$ cat config.mk
export PLATFORM = sky130hd
export DESIGN_NAME = dram_word_master
export DESIGN_NICKNAME = d
export VERILOG_FILES = /design/src/rtl/dram_pkg.sv /design/src/rtl/word_byte_serdes.sv /design/src/rtl/dram_word_master.sv
export SDC_FILE = /design/constraint.sdc
export NUM_CORES = 1
export LEC_CHECK = 0
export CORE_ASPECT_RATIO = 1.25
export CORE_UTILIZATION = 40
export CTS_CLUSTER_SIZE = 40
export DETAILED_ROUTE_END_ITERATION = 8
export GPL_TIMING_DRIVEN = 0
export PLACE_DENSITY = 0.72
export SYNTH_ARGS = -nofsm -noshare
export SYNTH_HDL_FRONTEND = slang
export SYNTH_SLANG_ARGS = --single-unit
$ cat constraint.sdc
create_clock -name clk -period 3.2 [get_ports clk]
set_input_delay 0.48 -clock clk [delete_from_list [all_inputs] [get_ports clk]]
set_output_delay 0.48 -clock clk [all_outputs]
set_load 0.1 [all_outputs]
$ cat src/rtl/dram_pkg.sv
// rtl/dram_pkg.sv - shared state encoding and byte-lane constants for the DRAM word master
package dram_pkg;

  typedef enum logic [1:0] {
    ST_IDLE = 2'd0,
    ST_XFER = 2'd1,
    ST_RESP = 2'd2
  } state_t;

  localparam int WORD_BYTES = 4;

  // Lane index = transfer order; lane 0 is the most significant byte of the word.
  localparam logic [1:0] LANE_B0 = 2'd0;
  localparam logic [1:0] LANE_B1 = 2'd1;
  localparam logic [1:0] LANE_B2 = 2'd2;
  localparam logic [1:0] LANE_B3 = 2'd3;

endpackage

$ cat src/rtl/word_byte_serdes.sv
// rtl/word_byte_serdes.sv - big-endian byte select for writes, shift assembly for reads
module word_byte_serdes
  import dram_pkg::*;
#(
  parameter int DATA_WIDTH = 8
) (
  input  logic                             clk,
  input  logic                             rst,
  input  logic                             i_load,
  input  logic [WORD_BYTES*DATA_WIDTH-1:0] i_wdata,
  input  logic [1:0]                       i_cnt,
  input  logic                             i_shift,
  input  logic [DATA_WIDTH-1:0]            i_rdata,
  output logic [DATA_WIDTH-1:0]            o_byte,
  output logic [WORD_BYTES*DATA_WIDTH-1:0] o_word
);

  localparam int WW = WORD_BYTES * DATA_WIDTH;

  logic [WW-1:0] r_wdata;
  logic [WW-1:0] r_asm;

  always_ff @(posedge clk or posedge rst) begin
    if (rst) begin
      r_wdata <= '0;
      r_asm   <= '0;
    end else if (i_load) begin
      r_wdata <= i_wdata;
      r_asm   <= '0;
    end else if (i_shift) begin
      // First byte read ends up in the top lane after four shifts.
      r_asm <= {r_asm[WW-DATA_WIDTH-1:0], i_rdata};
    end
  end

  always_comb begin
    o_byte = '0;
    case (i_cnt)
      LANE_B0: o_byte = r_wdata[3*DATA_WIDTH +: DATA_WIDTH];
      LANE_B1: o_byte = r_wdata[2*DATA_WIDTH +: DATA_WIDTH];
      LANE_B2: o_byte = r_wdata[1*DATA_WIDTH +: DATA_WIDTH];
      LANE_B3: o_byte = r_wdata[0 +: DATA_WIDTH];
      default: o_byte = '0;
    endcase
  end

  assign o_word = r_asm;

endmodule

$ cat src/rtl/dram_word_master.sv
// rtl/dram_word_master.sv - serialises 32-bit word requests into four byte-wide DRAM accesses
module dram_word_master
  import dram_pkg::*;
#(
  parameter int ADDR_WIDTH = 32,
  parameter int DATA_WIDTH = 8
) (
  input  logic                             clk,
  input  logic                             rst,
  input  logic                             req_valid,
  output logic                             req_ready,
  input  logic                             req_we,
  input  logic [ADDR_WIDTH-1:0]            req_addr,
  input  logic [WORD_BYTES*DATA_WIDTH-1:0] req_wdata,
  output logic                             resp_valid,
  input  logic                             resp_ready,
  output logic [WORD_BYTES*DATA_WIDTH-1:0] resp_rdata,
  output logic                             resp_err,
  output logic [ADDR_WIDTH-1:0]            mem_addr,
  output logic [DATA_WIDTH-1:0]            mem_wdata,
  output logic                             mem_we,
  input  logic [DATA_WIDTH-1:0]            mem_rdata
);

  state_t                          r_state;
  state_t                          w_next;
  logic                            r_we;
  logic [ADDR_WIDTH-1:0]           r_base;
  logic [1:0]                      r_cnt;
  logic                            r_err;
  logic                            w_accept;
  logic                            w_xfer;
  logic                            w_misaligned;
  logic [DATA_WIDTH-1:0]           w_byte;
  logic [WORD_BYTES*DATA_WIDTH-1:0] w_word;

  assign w_misaligned = (req_addr[1:0] != 2'b00);

  always_comb begin
    w_next     = r_state;
    req_ready  = 1'b0;
    resp_valid = 1'b0;
    w_accept   = 1'b0;
    w_xfer     = 1'b0;
    case (r_state)
      ST_IDLE: begin
        req_ready = 1'b1;
        if (req_valid) begin
          w_accept = 1'b1;
          w_next   = w_misaligned ? ST_RESP : ST_XFER;
        end
      end
      ST_XFER: begin
        w_xfer = 1'b1;
        if (r_cnt == LANE_B3) w_next = ST_RESP;
      end
      ST_RESP: begin
        resp_valid = 1'b1;
        if (resp_ready) w_next = ST_IDLE;
      end
      default: w_next = ST_IDLE;
    endcase
  end

  always_ff @(posedge clk or posedge rst) begin
    if (rst) begin
      r_state <= ST_IDLE;
      r_we    <= 1'b0;
      r_base  <= '0;
      r_cnt   <= '0;
      r_err   <= 1'b0;
    end else begin
      r_state <= w_next;
      if (w_accept) begin
        r_we   <= req_we;
        r_base <= req_addr;
        r_cnt  <= LANE_B0;
        r_err  <= w_misaligned;
      end else if (w_xfer) begin
        r_cnt <= r_cnt + 2'd1;
      end
    end
  end

  word_byte_serdes #(
    .DATA_WIDTH(DATA_WIDTH)
  ) u_serdes (
    .clk    (clk),
    .rst    (rst),
    .i_load (w_accept),
    .i_wdata(req_wdata),
    .i_cnt  (r_cnt),
    .i_shift(w_xfer & ~r_we),
    .i_rdata(mem_rdata),
    .o_byte (w_byte),
    .o_word (w_word)
  );

  // DRAM-side outputs are pure decodes of state so an async reset silences them at once.
  assign mem_we     = (r_state == ST_XFER) & r_we;
  assign mem_addr   = (r_state == ST_XFER) ? r_base + ADDR_WIDTH'(r_cnt) : '0;
  assign mem_wdata  = (r_state == ST_XFER) ? w_byte : '0;
  assign resp_rdata = (r_state == ST_RESP) ? w_word : '0;
  assign resp_err   = (r_state == ST_RESP) & r_err;

endmodule

== After elaboration in Yosys (flattened, before gate mapping) ==
Cells that the tools add are included.
Cells by class
  equal/unequal tests: 8
  reduce and logical (&&, ||, !) cells: 6
  mux-type cells: 18
  add/sub/neg operators: 2
  bitwise gates (word level): 4
Operator list (count)
  $mux W32: 4
  $add A32 B2 Y32: 1
  $pmux W8 S4: 1
  $mux W2: 6
  $mux W8: 1
  $eq A2 B2 Y1 const B: 3
  $ne A2 B2 Y1 const B: 3
  $pmux W2 S3: 1
  $reduce_bool A2 Y1: 3
  $mux W1: 5
  $eq A2 B1 Y1 const B: 2
  $logic_not A2 Y1: 2
  $and A1 B1 Y1: 3
  $reduce_and A3 Y1: 1
  $add A2 B1 Y2 const B: 1
  $not A1 Y1: 1
Storage, ports and cells
  word-level logic and storage cells: 45
  input port bits: 77
  register bits: 102

== Logic depth before layout (Yosys ltp) ==
  word-level depth: 5
  gate-level depth with buffers: 7
  mapped depth without buffers: 6

== Hierarchy ==
A second synthesis with hierarchy kept.
Unflattened totals
  cells, all modules: 476
  area, all modules: 5306.3 um^2
Modules (own cells, without submodules)
  word_byte_serdes: instances 1, area each 2690.1 um^2, cells each 182
  dram_word_master: instances 1, area each 2616.3 um^2, cells each 294

== Worst setup path after synthesis ==
No wires, ideal clock.
  path type: register to output
  from: reg r_cnt[0]
  to: out mem_addr[28]
  setup slack: -0.759 ns
  stages on the path, launching flop included: 8
  required time: 2.720 ns
  data arrival time: 3.479 ns
  cell sequence: dfrtp_1 ha_1 fa_1 nand4_2 or3_1 clkbuf_1 or4_1 a21oi_1
On the way
  cells in the longest elaborated chain, start to end: 2
RTL lines
  from (decl): RTL line dram_word_master.sv:29  | logic [1:0] r_cnt;
  from (signal assigned): RTL line dram_word_master.sv:80  | r_cnt <= r_cnt + 2'd1;
  $add A32 B2 Y32: RTL line dram_word_master.sv:101  | assign mem_addr = (r_state == ST_XFER) ? r_base + ADDR_WIDTH'(r_cnt) : '0;
  $mux W32: RTL line dram_word_master.sv:101
  to (decl): RTL line dram_word_master.sv:19  | output logic [ADDR_WIDTH-1:0] mem_addr,
No other way between the ends.

== Worst setup path after layout ==
Same ends and word-level chain as after synthesis.

==> impl_metrics.toml <==
[synth]
synth_top_family_by_area = "simple AND/OR/NAND/NOR gates"
synth-warning-count = 0
post-synth-top-area-fraction_pct = 48.5
post_synthesis_compound_gate_area_fraction_pct = 7.85
synth_seq_cells = 102
synthArstFlopShare_pct = 100
flip_flop_cell_with_the_highest_count_after_synthesis = "sky130_fd_sc_hd__dfrtp_1"
synth_area_leader_cell = "sky130_fd_sc_hd__dfrtp_1"
post_synth_inst_count = 662
post_synth_edffs = 0
netlist_top_cells_area = "sky130_fd_sc_hd__dfrtp_1, sky130_fd_sc_hd__nand2_1, sky130_fd_sc_hd__and2_1, sky130_fd_sc_hd__nand3_1, sky130_fd_sc_hd__clkbuf_1"
netlist_area_um2 = 5260
yosys-top-cells-count = "sky130_fd_sc_hd__nand2_1, sky130_fd_sc_hd__dfrtp_1, sky130_fd_sc_hd__nand3_1"
yosysMostFrequentCell = "sky130_fd_sc_hd__nand2_1"
yosys.area_share.simple_pct = 36.2
synth_fp_nets = 746
synthMuxAreaShare_pct = 0.404
yosys.area_share.xor_xnor_pct = 1.50
synth_cell_types = 39
synth_seq_area_share_pct = 48.5
synth-adder-area-share_pct = 1.81
post_synth.cell_area_avg_um2 = 7.95

[pwr]
p_int_uw = 3490
peakVddDrop_v = 0.000489
power_per_cell_area_nw_per_um2 = 950
seq_power_share_pct = 34.5
p_clk_share_pct = 14.5
static-leakage-power_uw = 0.00359
switching_power_uw = 3770
share_comb_of_total_power_pct = 51.0
fin_total_pwr_uw = 7260
p_sw_share_pct = 52.0

[floorplan]
floorplan.initialDensity_pct = 41.2
num_io_pins = 153
placementRows = 46
die-height_um = 130
chipWidth_um = 105
coreArea_um2 = 12800
dieArea_um2 = 13600

[detailed_routing]
postRouteWirelength_um = 15000
vias_after_detailed_routing = 5231
route.detailed.wl_per_inst_um = 15.0
via_per_inst = 5.20
drt_iter0_drc = 289
first_pass_iters = 6
drcViolationCount = 0
ant_nets = 0

[outcome]
outcome = "complete, but fails checks"
violations = "negative setup slack"

[clock_tree]
clock_insertion_delay_worst_skew_ns = 0.35
clk_pin_slew_ns = 0.07
post_cts_hold_buffer_count = 0
number_of_buffers_created_by_cts = 9
h-tree-depth = 3
clock_sink_count = 102
clock_tree_from_tritoncts = "yes"
clock_path_buffers = 2
clockRootBuffer = "sky130_fd_sc_hd__clkbuf_16"

[timing]
fin_skew_ns = 0.00956
fin_setup_tns_ns = -0.0234
rsz0062_at_grt = "yes"
finalMaxSlewViolations = 0
final_hold_viol_count = 0
period_needed_ns = 3.22
setup_slack_after_layout_ns = -0.0190
fmax_mhz = 311
layout_worst_path_cycle_share_pct = 101
slew_of_the_pin_with_the_lowest_slew_margin_ns = 0.994
setup_viol = 2
worst_slew_margin_rel_pct = 33.6

[min_path]
min_path_type = "reg2reg"

[layout]
design.final.nets = 917
drive_gt1_share_pct = 12.4
final.fill_count = 1157
multi_input_comb_area_um2 = 2760
seq_area_um2 = 2560
areaGrowthSynthToFinish_pct = 45.2
n_antenna_cell = 0
layoutNonFillerInstCount = 1006

[placed_design]
detailed_place_hpwl_um = 11100
routability_driven_placement_congestion_ratio = 0.842
io_buffer_count = 152
post-place-ws_ns = -0.913
post-place-cells = 983

[critical_path]
timing.reg2reg.setup_slack_ns = 1.21
critPathRequiredTime_ns = 2.72
criticalPathCategory = "reg2out"
worst-endpoint-arrival_ns = 2.74
crit_path_max_fanout = 9
worstSetupEndpointType = "output port"
setup.worst_path.start_class = "flip-flop"

[run]
max_cap_violations = 0

[global_route]
global_route.usage.total_pct = 22.7
grt_first_pass_wirelength_um = 24300
grt_max_degree = 55
antenna_found_initial = 0
number_of_global_route_vias_before_repair = 5115
global_route.overflow_total = 0
[layer usage]
| metal | up-vias | wire length [µm] | GRT usage [%] |
|---|---|---|---|
| li1 | 2531 | - | - |
| met1 | 2467 | 6250 | 27.9 |
| met2 | 202 | 7580 | 39.2 |
| met3 | 31 | 803 | 4.05 |
| met4 | 0 | 410 | 9.92 |
| met5 | - | 0 | 0 |
[logic make-up (layout without fill, tap and decap cells)]
kind of cell | after synthesis | in the layout
simple gates | 423 | 423
flops | 102 | 102
compound gates | 67 | 67
buf+inv | 52 | 228
xor+xnor | 9 | 9
fa+ha+maj | 7 | 7
mux | 2 | 2
[metrics by stage]
stage / hold WS [ns] / cell area [µm²] / util [%]
after floorplan: 0.430 / 5400 / -
after global placement: 0.442 / 7130 / 55.8
after detailed placement: 0.451 / 7160 / 56.0
after CTS: 0.468 / 7580 / 59.3
after global routing: 0.488 / 7640 / 59.8
final: 0.462 / 7640 / 59.8
[critical path: stages, from the launching register on]
cell and delay [ns]:
sky130_fd_sc_hd__dfrtp_2 0.41, sky130_fd_sc_hd__ha_4 0.17, sky130_fd_sc_hd__fa_2 0.26, sky130_fd_sc_hd__nand4_4 0.16, sky130_fd_sc_hd__or3_4 0.48, sky130_fd_sc_hd__or4_4 0.52, sky130_fd_sc_hd__a21oi_4 0.19, sky130_fd_sc_hd__buf_12 0.19
[power by group through the flow]
stage	logic [µW]	registers, µW	clock network (µW)
6_report	3700	2510	1050
2_1_floorplan	2820	2320	0
3_5_place_dp	3640	2490	0
4_1_cts	3690	2490	1070
5_1_grt	4010	2590	1130
3_3_place_gp	3570	2450	0
[sequential cells by signal, indices dropped and copies added (netlist names)]
name	cells
r_base	32
u_serdes.o_word	32
u_serdes.r_wdata	32
r_cnt	2
r_state	2
r_err	1
r_we	1
[final timing paths]
path | from | end | cells after the start
setup / recovery | r_cnt[0] | mem_addr[28] | 7
hold / removal | u_serdes.o_word[28] | u_serdes.o_word[28] | 2
setup reg to reg | r_state[0] | u_serdes.r_wdata[12] | 6
hold reg to reg | u_serdes.o_word[28] | u_serdes.o_word[28] | 2
max in group asynchronous | rst | r_base[22] | 3
min in group asynchronous | rst | u_serdes.r_wdata[17] | 2
[what timing repair did]
action	CTS	global route
setup endpoints to repair	68	31
setup buffers	3	5
resized for setup	209	37
endpoints found under the hold margin	0	0
gates cloned	0	0
pin swaps	6	6
[final cells by class]
class                           count  share of cell area [%]
Buffer                             44                    2.33
Clock buffer                        9                    2.95
Clock inverter                      7                   0.737
Inverter                            7                   0.377
Multi-Input combinational cell    508                    36.1
Sequential cell                   102                    33.5
Tap cell                          168                    2.75
Timing Repair Buffer              161                    21.3
[placed cells by master, fill, tap and decap left out, types with 4 or more instances in the layout]
cell type	count
sky130_fd_sc_hd__clkbuf_1	35
sky130_fd_sc_hd__ha_1	4
sky130_fd_sc_hd__clkdlybuf4s15_2	10
sky130_fd_sc_hd__clkbuf_2	9
sky130_fd_sc_hd__inv_1	6
sky130_fd_sc_hd__nand4_1	7
sky130_fd_sc_hd__xnor2_1	8
sky130_fd_sc_hd__nand2_1	266
sky130_fd_sc_hd__o21ai_1	8
sky130_fd_sc_hd__dlygate4sd2_1	30
sky130_fd_sc_hd__o21ai_0	10
sky130_fd_sc_hd__clkdlybuf4s50_1	82
sky130_fd_sc_hd__and4_1	4
sky130_fd_sc_hd__or3_1	10
sky130_fd_sc_hd__a21oi_1	9
sky130_fd_sc_hd__or4_4	9
sky130_fd_sc_hd__buf_4	10
sky130_fd_sc_hd__nand3_1	41
sky130_fd_sc_hd__clkdlybuf4s15_1	6
sky130_fd_sc_hd__a21oi_2	7
sky130_fd_sc_hd__a21oi_4	11
sky130_fd_sc_hd__clkbuf_16	9
sky130_fd_sc_hd__nor2_1	27
sky130_fd_sc_hd__and2_1	37
sky130_fd_sc_hd__o31ai_1	8
sky130_fd_sc_hd__a222oi_1	8
sky130_fd_sc_hd__buf_1	4
sky130_fd_sc_hd__dfrtp_1	99
sky130_fd_sc_hd__buf_12	8
Power figures use the tool's default switching activity.
